[src/rtl/qed_pkg.sv]
// Shared QED definitions: opcode classes, duplicate-field layout and the
// classify/duplicate helpers used by qed_encoder.
package qed_pkg;

  localparam logic [5:0] OP_R       = 6'b111000;
  localparam logic [5:0] OP_I_ADDI  = 6'b100111;
  localparam logic [5:0] OP_I_ANDI  = 6'b101001;
  localparam logic [5:0] OP_I_ORI   = 6'b101010;
  localparam logic [5:0] OP_I_XORI  = 6'b101011;
  localparam logic [5:0] OP_I_MULI  = 6'b101100;
  localparam logic [5:0] OP_I_SHI   = 6'b101110;
  localparam logic [5:0] OP_LW_LO   = 6'b100001;
  localparam logic [5:0] OP_LW_HI   = 6'b100110;
  localparam logic [5:0] OP_SW_W    = 6'b110101;
  localparam logic [5:0] OP_SW_B    = 6'b110110;
  localparam logic [5:0] OP_SW_H    = 6'b110111;

  localparam logic [31:0] NOP_INSTR = 32'h1500_0000;

  localparam int unsigned DUP_REG_BIT   = 4;
  localparam int unsigned MEM_SPLIT_BIT = 14;

  // Register fields sit at [25:21], [20:16], [15:11]; a store keeps imm[15:11] in [25:21].
  localparam int unsigned RD_DUP_BIT     = 21 + DUP_REG_BIT;
  localparam int unsigned RA_DUP_BIT     = 16 + DUP_REG_BIT;
  localparam int unsigned RB_DUP_BIT     = 11 + DUP_REG_BIT;
  localparam int unsigned SW_MEM_DUP_BIT = 21 + (MEM_SPLIT_BIT - 11);

  typedef enum logic [2:0] {CLS_R, CLS_I, CLS_LW, CLS_SW, CLS_UNSUP} qed_class_e;

  typedef enum logic [1:0] {ST_IDLE, ST_ORIG, ST_DUP} qed_state_e;

  function automatic qed_class_e qed_classify(input logic [31:0] instr);
    logic [5:0] op;
    op = instr[31:26];
    qed_classify = CLS_UNSUP;
    case (op)
      OP_R: qed_classify = CLS_R;
      OP_I_ADDI, OP_I_ANDI, OP_I_ORI,
      OP_I_XORI, OP_I_MULI, OP_I_SHI: qed_classify = CLS_I;
      OP_SW_W, OP_SW_B, OP_SW_H: qed_classify = CLS_SW;
      default: begin
        if (op >= OP_LW_LO && op <= OP_LW_HI && instr[15:14] == 2'b00)
          qed_classify = CLS_LW;
      end
    endcase
  endfunction

  function automatic logic [31:0] qed_duplicate(input logic [31:0] instr, input qed_class_e cls);
    logic [31:0] d;
    d = instr;
    case (cls)
      CLS_R: begin
        d[RD_DUP_BIT] = 1'b1;
        d[RA_DUP_BIT] = 1'b1;
        d[RB_DUP_BIT] = 1'b1;
      end
      CLS_I: begin
        d[RD_DUP_BIT] = 1'b1;
        d[RA_DUP_BIT] = 1'b1;
      end
      CLS_LW: begin
        d[RD_DUP_BIT]    = 1'b1;
        d[RA_DUP_BIT]    = 1'b1;
        d[MEM_SPLIT_BIT] = 1'b1;
      end
      CLS_SW: begin
        d[RA_DUP_BIT]     = 1'b1;
        d[RB_DUP_BIT]     = 1'b1;
        d[SW_MEM_DUP_BIT] = 1'b1;
      end
      default: d = instr;
    endcase
    return d;
  endfunction

endpackage

[src/rtl/qed_encoder_fifo.sv]
// Synchronous FIFO holding the original instructions recorded in the ORIG phase.
module qed_instr_fifo #(
  parameter int unsigned DEPTH  = 16,
  parameter int unsigned ADDR_W = 4
) (
  input  logic              clk,
  input  logic              rst_n,
  input  logic              push,
  input  logic [31:0]       push_data,
  input  logic              pop,
  output logic [31:0]       pop_data,
  output logic              full,
  output logic              empty,
  output logic [ADDR_W:0]   count
);

  logic [31:0]       mem_q [DEPTH];
  logic [ADDR_W-1:0] wr_ptr_q, wr_ptr_d;
  logic [ADDR_W-1:0] rd_ptr_q, rd_ptr_d;
  logic [ADDR_W:0]   count_q, count_d;
  logic              do_push, do_pop;

  assign full     = (count_q == (ADDR_W+1)'(DEPTH));
  assign empty    = (count_q == '0);
  assign count    = count_q;
  assign pop_data = mem_q[rd_ptr_q];
  assign do_push  = push && !full;
  assign do_pop   = pop && !empty;

  always_comb begin
    wr_ptr_d = wr_ptr_q;
    rd_ptr_d = rd_ptr_q;
    count_d  = count_q;
    if (do_push) wr_ptr_d = wr_ptr_q + 1'b1;
    if (do_pop)  rd_ptr_d = rd_ptr_q + 1'b1;
    case ({do_push, do_pop})
      2'b10:   count_d = count_q + 1'b1;
      2'b01:   count_d = count_q - 1'b1;
      default: count_d = count_q;
    endcase
  end

  always_ff @(posedge clk or negedge rst_n) begin
    if (!rst_n) begin
      wr_ptr_q <= '0;
      rd_ptr_q <= '0;
      count_q  <= '0;
    end else begin
      wr_ptr_q <= wr_ptr_d;
      rd_ptr_q <= rd_ptr_d;
      count_q  <= count_d;
    end
  end

  always_ff @(posedge clk) begin
    if (do_push) mem_q[wr_ptr_q] <= push_data;
  end

endmodule

[src/rtl/qed_encoder.sv]
// QED instruction stream encoder: forwards/records originals, then replays duplicates.
// Build option: QED_UNSUPPORTED_NOP_EN records unsupported instructions and replays them as NOP.
module qed_encoder #(
  parameter int unsigned DEPTH     = 16,
  parameter int unsigned ADDR_W    = 4,
  parameter logic [31:0] NOP_INSTR = 32'h1500_0000
) (
  input  logic              clk,
  input  logic              rst_n,
  input  logic              qed_enable,
  input  logic              qed_exec_dup,
  input  logic              in_valid,
  output logic              in_ready,
  input  logic [31:0]       in_instr,
  output logic              out_valid,
  input  logic              out_ready,
  output logic [31:0]       out_instr,
  output logic              out_is_dup,
  output logic              qed_ready,
  output logic [ADDR_W:0]   queue_count
);

  import qed_pkg::*;

`ifdef QED_UNSUPPORTED_NOP_EN
  localparam logic RECORD_UNSUP = 1'b1;
`else
  localparam logic RECORD_UNSUP = 1'b0;
`endif

  qed_state_e      state_q, state_d;
  logic            out_valid_q, out_valid_d;
  logic [31:0]     out_instr_q, out_instr_d;
  logic            out_is_dup_q, out_is_dup_d;
  logic            qed_ready_q, qed_ready_d;

  logic            load, in_ready_c, push, pop;
  logic [31:0]     fifo_head;
  logic            fifo_full, fifo_empty;
  logic [ADDR_W:0] fifo_count, count_next;
  qed_class_e      in_cls, head_cls;

  qed_instr_fifo #(
    .DEPTH  (DEPTH),
    .ADDR_W (ADDR_W)
  ) u_fifo (
    .clk       (clk),
    .rst_n     (rst_n),
    .push      (push),
    .push_data (in_instr),
    .pop       (pop),
    .pop_data  (fifo_head),
    .full      (fifo_full),
    .empty     (fifo_empty),
    .count     (fifo_count)
  );

  always_comb begin
    load         = !out_valid_q || out_ready;
    in_cls       = qed_classify(in_instr);
    head_cls     = qed_classify(fifo_head);
    in_ready_c   = 1'b0;
    push         = 1'b0;
    pop          = 1'b0;
    count_next   = fifo_count;
    state_d      = state_q;
    out_valid_d  = out_valid_q;
    out_instr_d  = out_instr_q;
    out_is_dup_d = out_is_dup_q;
    qed_ready_d  = 1'b0;
    // A free output stage with nothing new to load drains to empty.
    if (load) out_valid_d = 1'b0;

    case (state_q)
      ST_IDLE: begin
        in_ready_c = load;
        if (in_valid && in_ready_c) begin
          out_valid_d  = 1'b1;
          out_instr_d  = in_instr;
          out_is_dup_d = 1'b0;
        end
        if (qed_enable) state_d = ST_ORIG;
      end
      ST_ORIG: begin
        in_ready_c = load && !fifo_full;
        if (in_valid && in_ready_c) begin
          out_valid_d  = 1'b1;
          out_instr_d  = in_instr;
          out_is_dup_d = 1'b0;
          push         = RECORD_UNSUP || (in_cls != CLS_UNSUP);
        end
        // Decide on the post-push occupancy so a same-cycle push lands before DUP.
        count_next = fifo_count + {{ADDR_W{1'b0}}, push};
        if (count_next == (ADDR_W+1)'(DEPTH))
          state_d = ST_DUP;
        else if ((qed_exec_dup || !qed_enable) && count_next != '0)
          state_d = ST_DUP;
        else if (!qed_enable)
          state_d = ST_IDLE;
      end
      ST_DUP: begin
        if (load && !fifo_empty) begin
          pop          = 1'b1;
          out_valid_d  = 1'b1;
          out_is_dup_d = 1'b1;
          out_instr_d  = (head_cls == CLS_UNSUP) ? NOP_INSTR : qed_duplicate(fifo_head, head_cls);
          if (fifo_count == (ADDR_W+1)'(1)) begin
            qed_ready_d = 1'b1;
            state_d     = qed_enable ? ST_ORIG : ST_IDLE;
          end
        end
      end
      default: state_d = ST_IDLE;
    endcase
  end

  always_ff @(posedge clk or negedge rst_n) begin
    if (!rst_n) begin
      state_q      <= ST_IDLE;
      out_valid_q  <= 1'b0;
      out_instr_q  <= NOP_INSTR;
      out_is_dup_q <= 1'b0;
      qed_ready_q  <= 1'b0;
    end else begin
      state_q      <= state_d;
      out_valid_q  <= out_valid_d;
      out_instr_q  <= out_instr_d;
      out_is_dup_q <= out_is_dup_d;
      qed_ready_q  <= qed_ready_d;
    end
  end

  assign in_ready    = in_ready_c;
  assign out_valid   = out_valid_q;
  assign out_instr   = out_instr_q;
  assign out_is_dup  = out_is_dup_q;
  assign qed_ready   = qed_ready_q;
  assign queue_count = fifo_count;

endmodule

[config.mk]
export PLATFORM = sky130hd
export DESIGN_NAME = qed_encoder
export DESIGN_NICKNAME = d
export VERILOG_FILES = /design/src/rtl/qed_pkg.sv /design/src/rtl/qed_encoder_fifo.sv /design/src/rtl/qed_encoder.sv
export SDC_FILE = /design/constraint.sdc
export NUM_CORES = 1
export LEC_CHECK = 0
export BUFFER_PORTS_ARGS = -buffer_cell sky130_fd_sc_hd__buf_2
export CORE_MARGIN = 3
export CORE_UTILIZATION = 51
export DETAILED_ROUTE_END_ITERATION = 6
export PLACE_DENSITY = 0.74
export SYNTH_ARGS = -nofsm -noshare
export SYNTH_HDL_FRONTEND = slang
export SYNTH_SLANG_ARGS = --single-unit
export TNS_END_PERCENT = 50
[constraint.sdc]
create_clock -name clk -period 5.1 [get_ports clk]
set_input_delay 0.51 -clock clk [delete_from_list [all_inputs] [get_ports clk]]
set_output_delay 0.51 -clock clk [all_outputs]
set_load 0.005 [all_outputs]
* Word-level counts from Yosys, hierarchy flattened
Memory sizes are Yosys's and may differ from the RTL's. Index checks and enable logic that the tools add are counted.
Word-level totals: flip-flop bits (word level) 50, bits in latches 0, RAM bits 512, ROM bits 0, output and inout bits 41, word-level logic and storage cells 133, memories kept 1
Memories:
- u_fifo.mem_q | depth 16, width 32, rd ports 1, clocked after Yosys merged registers in 0, write ports 1, line qed_encoder_fifo.sv:17 | logic [31:0] mem_q [DEPTH];
Cells by class: add/sub/neg operators 5, multiply operators 0, divide/modulo/power cells 0, $lt $le $gt $ge 4, eq/ne operators 38, shift operators 0, muxes and demuxes 43, bitwise operators 0, reductions and logical operators 34
Operator list (number):
- $mux 32 | 4
- $eq 6x6->1 const B | 20
- $pmux 32 s3 | 1
- $mux 1 | 23
- $pmux 3 s3 | 2
- $ge 6x6->1 const B | 2
- $le 6x6->1 const B | 2
- $mux 2 | 6
- $reduce_or 6->1 | 2
- $logic_and 1x1->1 | 11
- $eq 5x5->1 const B | 2
- $ne 2x2->1 const B | 5
- $pmux 5 s2 | 1
- $reduce_or 3->1 | 3
- $add 4x1->4 const B | 2
- $reduce_and 4->1 | 2
- $eq 3x2->1 const B | 2
- $logic_not 2->1 | 3
- $mux 3 | 2
- $pmux 1 s3 | 2
- $pmux 2 s3 | 1
- $add 5x1->5 | 1
- $add 5x1->5 const B | 1
- $eq 5x1->1 const B | 1
- other kinds (17) | 23

* Depth between registers and ports, before layout
depth after elaboration 14, gate-level depth with buffers 15, mapped depth without buffers 15

* Modules after synthesis
Synthesis repeated with hierarchy kept, for this count alone.
Second synthesis, totals: cell total of the unflattened synthesis 1293, area, all modules 22753.1 um^2
Modules (own cells, without submodules):
- qed_instr_fifo | instances 1, cells each 1012, area an instance 20392.1 um^2
- qed_encoder | instances 1, cells each 281, area an instance 2361.0 um^2

* Worst setup path before layout
Ideal clock, no wire load.
path kind register to register, start point reg u_fifo.count_q[0], in the netlist u_fifo.count[0], end point mem u_fifo.mem_q[3][0], enable pin, library setup time 458 ps, data arrival time 4348 ps, path slack 295 ps, cell stages (with the launch flop) 9, period minus slack after synthesis 4805 ps, path through dfrtp_1 -> inv_1 -> ha_1 -> nand3_1 -> and3_1 -> nand3_1 -> nor4_1 -> nand2_1 -> nor3_1
On the way: longest elaborated chain between the ends 10
Ends and longest elaborated chain:
- from (decl) | line qed_encoder_fifo.sv:20 | logic [ADDR_W:0] count_q, count_d;
- from (signal assigned) | line qed_encoder_fifo.sv:51 | count_q <= count_d;
- $eq 5x5->1 * | line qed_encoder_fifo.sv:23 | assign full = (count_q == (ADDR_W+1)'(DEPTH));
- $logic_not 1->1 * | line qed_encoder_fifo.sv:27, qed_encoder.sv:85
- $logic_and 1x1->1 | line qed_encoder.sv:85 | in_ready_c = load && !fifo_full;
- $logic_and 1x1->1 | line qed_encoder.sv:86 | if (in_valid && in_ready_c) begin
- $mux 1 | line qed_encoder.sv:86
- $mux 1 (2 in a row) | line qed_encoder.sv:74 | case (state_q)
- $logic_and 1x1->1 * | line qed_encoder_fifo.sv:27 | assign do_push = push && !full;
- $mux 1 * | line qed_encoder_fifo.sv:56 | if (do_push) mem_q[wr_ptr_q] <= push_data;
- $mux 1 (implied by the code) * | line qed_encoder_fifo.sv:56
- to (decl) | line qed_encoder_fifo.sv:17
Every way passes the cells marked *; elsewhere a longest branch is shown, timed or not. The select of a mux whose other input is x is not followed.

* Final worst setup path
start point reg u_fifo.rd_ptr_q[0], end point reg out_instr_q[6], in the netlist out_instr[6]
On the way: longest elaborated chain between the ends 10, elaborated cells on any way between the ends 24, classes of those cells order compare (2); eq/ne (11); mux (5); reduce/logical (5); memory (1)
Ends and longest elaborated chain:
- from (decl) | line qed_encoder_fifo.sv:19 | logic [ADDR_W-1:0] rd_ptr_q, rd_ptr_d;
- from (signal assigned) | line qed_encoder_fifo.sv:50 | rd_ptr_q <= rd_ptr_d;
- $mem_v2 16x32 *
- $ge 6x6->1 or $le 6x6->1 (tied branches) | line qed_pkg.sv:43 | if (op >= OP_LW_LO && op <= OP_LW_HI && instr[15:14] == 2'b00)
- $logic_and 1x1->1 (2 in a row) | line qed_pkg.sv:43
- $mux 3 | line qed_pkg.sv:43
- $pmux 3 s3 | line qed_pkg.sv:37 | case (op)
- $eq 3x3->1 | line qed_encoder.sv:106 | out_instr_d = (head_cls == CLS_UNSUP) ? NOP_INSTR : qed_duplicate(fifo_head, head_cls);
- $mux 32 * | line qed_encoder.sv:106
- $mux 32 * | line qed_encoder.sv:102 | if (load && !fifo_empty) begin
- $pmux 32 s3 * | line qed_encoder.sv:74
- to (signal assigned) | line qed_encoder.sv:127 | out_instr_q <= out_instr_d;
- to (decl) | line qed_encoder.sv:33 | logic [31:0] out_instr_q, out_instr_d;
Marks and branches as above. A chain may end at the register's enable or synchronous reset.

==> impl_metrics.toml <==
[die]
dieHeight_um = 213
dieArea_um2 = 45300
rows = 75
design.core.area_um2 = 42100
initial_core_util_pct = 51.8
fp.dieW_um = 213
io_pins = 79

[synthesis]
synth.avg_cell_area_um2 = 19.0
synthArstFlopShare_pct = 9.16
ys.flop_type = "edfxtp_1"
seq_area_frac_synth_pct = 74.0
synth-edff-count = 496
synth_cell_types = 59
synthCells = 1146
syn_nets = 1199
synth_area_um2 = 21800
synth_seq_cells = 546
ys_warn_count = 0

[timing]
period_share_pct = 79.2
rsz0062_at_grt = "false"
slew_viol_final = 0
tns_ns = 0
min_period_ns = 4.04
maxSlewHeadroom_pct = 26.1
skew_ns = 0.0226
worst_pin_slew_ns = 1.11
hold_violations = 0
setup_viol = 0
fmax_mhz = 248

[routing]
dr.first_iter.drc_count = 1438
antenna_left = 0
wl_per_cell_um = 27.5
vias = 11600
firstDrtPassIters = 5
via_per_inst = 6.34
wl_um = 50500
drc = 0

[global_routing]
grt_pass1_wl_um = 75900
grt_usage_pct = 22.9
busiest_layer = "met2"
overflow = 0
use_met3_pct = 5.25
use_met1_pct = 32.1
grt_pass1_vias = 11900
grt_max_degree = 51
grt_use_met2_pct = 36.1
antenna_found_initial = 3

[placed_design]
dp_hpwl_um = 28100
portBuffers = 78
placed_area_um2 = 23000
gp_congestion = 0.795

[power]
cellInternalPower_mw = 9.11
peakVddDrop_mv = 0.324
seqPwrFrac_pct = 42.5
combinationalPowerShare_pct = 25.5
clockPowerShare_pct = 32.0
power.density_nw_per_um2 = 520
netSwitchingFraction_pct = 29.5
p_sw_mw = 3.81
p_leak_nw = 8.30

[cells_and_area]
mostFrequentLayoutCells = "edfxtp_1, mux4_2, buf_2, mux2i_1, a21oi_1"
design_area_um2 = 24800
nFillCells = 2947
antenna_cells = 0
final_common_cell = "edfxtp_1"
area_delta_synth_final_pct = 13.8
fin_nets = 1307
layout-drive-gt1-share_pct = 24.9

[run_status]
status = "complete, no violations"

[clock_network]
clock-sinks = 546
cts_root_buf = "clkbuf_16"
cts_tree = "done"
numCtsBuffers = 53
postCtsHoldBufs = 0
post-cts-setup-buffers = 0
path_clk_slew_ns = 0.06
clk_latency_ns = 0.59
cts_buffer_depth = 3
cts_resized = 0
htreeDepth = 2

[flow_run]
max-cap-violations = 0

[worst_setup_path]
cp.arrival_ns = 4.54
cp-start-kind = "flip-flop"
worst_ep_required_time_ns = 5.60
path_max_fanout = 43
critPathKind = "flip-flop to flip-flop"
cp-end-kind = "flip-flop"

[hold_path]
min_path_type = "primary input to async pin"
metal layers:
layer  wire length (µm)  share of wire [%]
met5                 24              0.047
met4               1390                2.8
met3               4690                9.3
met1              20200                 40
met2              24300                 48
cells by family after synthesis:
kind of cell    synth area share [%]
buf+inv                         1.67
mux                             14.3
fa+ha+maj                      0.906
compound gates                  5.50
simple gates                    3.07
flops                           74.0
xor+xnor                       0.482
critical path, cell delays in order, from the launching register on:
cell,delay [ns]
dfrtp_4,0.92
mux4_1,0.67
a22oi_1,0.20
nand3_1,0.26
nor2_1,0.20
nand3b_1,0.15
o32ai_4,0.92
buf_4,0.30
o211ai_1,0.09
a21oi_1,0.20
area by class of cell:
class / instances / area [µm²] / share of cell area, %
sequential: 546 / 16200 / 65.1
multi-input combinational: 527 / 5430 / 21.9
clock buffer: 72 / 1480 / 5.96
timing repair buffer: 116 / 676 / 2.72
tap: 539 / 674 / 2.72
clock inverter: 28 / 378 / 1.52
inverter: 10 / 37.5 / 0.151
synth_stat cells (3+ instances only):
cell      count  area share [%]
a21oi_1      61             1.4
a221oi_1      6            0.24
a22oi_1       9            0.31
and2_1        6            0.17
and3_1        6            0.17
buf_1         4           0.069
buf_2        21            0.48
buf_4         4            0.14
buf_6         5            0.26
clkbuf_1     28            0.48
dfrtp_1      47             5.4
dfstp_2       3            0.36
edfxtp_1    496              68
ha_1         15            0.86
inv_1         9            0.15
mux2i_1      63             2.9
mux4_1       12             1.4
mux4_2       96             9.9
nand2_1      41            0.71
nand2b_1      5            0.14
nand3_1       9            0.21
nand3b_1      3            0.10
nor2_1       50            0.86
nor2b_1       7            0.20
nor3_1       11            0.25
o211ai_1     20            0.69
o21ai_0      22            0.50
o221ai_1     24            0.96
o22ai_1      12            0.34
o31ai_1       3            0.10
xnor2_1       8            0.32
xor2_1        4            0.16
flip-flops by register name (all words and copies together), names as in the netlist:
register         cells
out_valid            1
u_fifo.rd_ptr_q      4
qed_ready            1
out_is_dup           1
u_fifo.wr_ptr_q      4
u_fifo.mem_q       496
out_instr           32
u_fifo.count         5
state_q              2
path summary, 6_finish.rpt:
path,from,endpoint,depth (start not counted),slack [ns]
hold reg to reg,out_instr[26]$_DFFE_PN1P_,out_instr[26]$_DFFE_PN1P_,2,0.46
max in group asynchronous,rst_n,u_fifo.rd_ptr_q[0]$_DFFE_PN0P_,2,4.45
hold / removal,rst_n,out_valid$_DFF_PN0_,2,0.07
setup reg to reg,u_fifo.rd_ptr_q[0]$_DFFE_PN0P_,out_instr[6]$_DFFE_PN0P_,9,1.06
min in group clk,in_instr[20],out_instr[20]$_DFFE_PN0P_,3,0.22
setup / recovery,u_fifo.rd_ptr_q[0]$_DFFE_PN0P_,out_instr[6]$_DFFE_PN0P_,9,1.06
per-stage QoR:
stage               hold WS, ns  std cells  power [mW]  utilization, %  setup slack [ns]
finish                   0.0666       1838        12.9            58.9              1.06
global route              0.110       1838        13.5            58.9             0.781
CTS                      0.0854       1838        13.0            58.9              1.14
detailed placement        0.453       1738        8.87            54.5              1.22
global placement          0.452       1738        8.80            54.5              1.20
floorplan                 0.214       1146        7.84               -             0.295
power groups by stage:
stage               sequential, mW  combinational (mW)  clock (mW)
floorplan                     5.35                2.50           0
global placement              5.57                3.22           0
detailed placement            5.58                3.28           0
CTS                           5.49                3.31        4.19
global route                  5.52                3.59        4.36
finish                        5.49                3.30        4.13
Power figures use the tool's default switching activity.
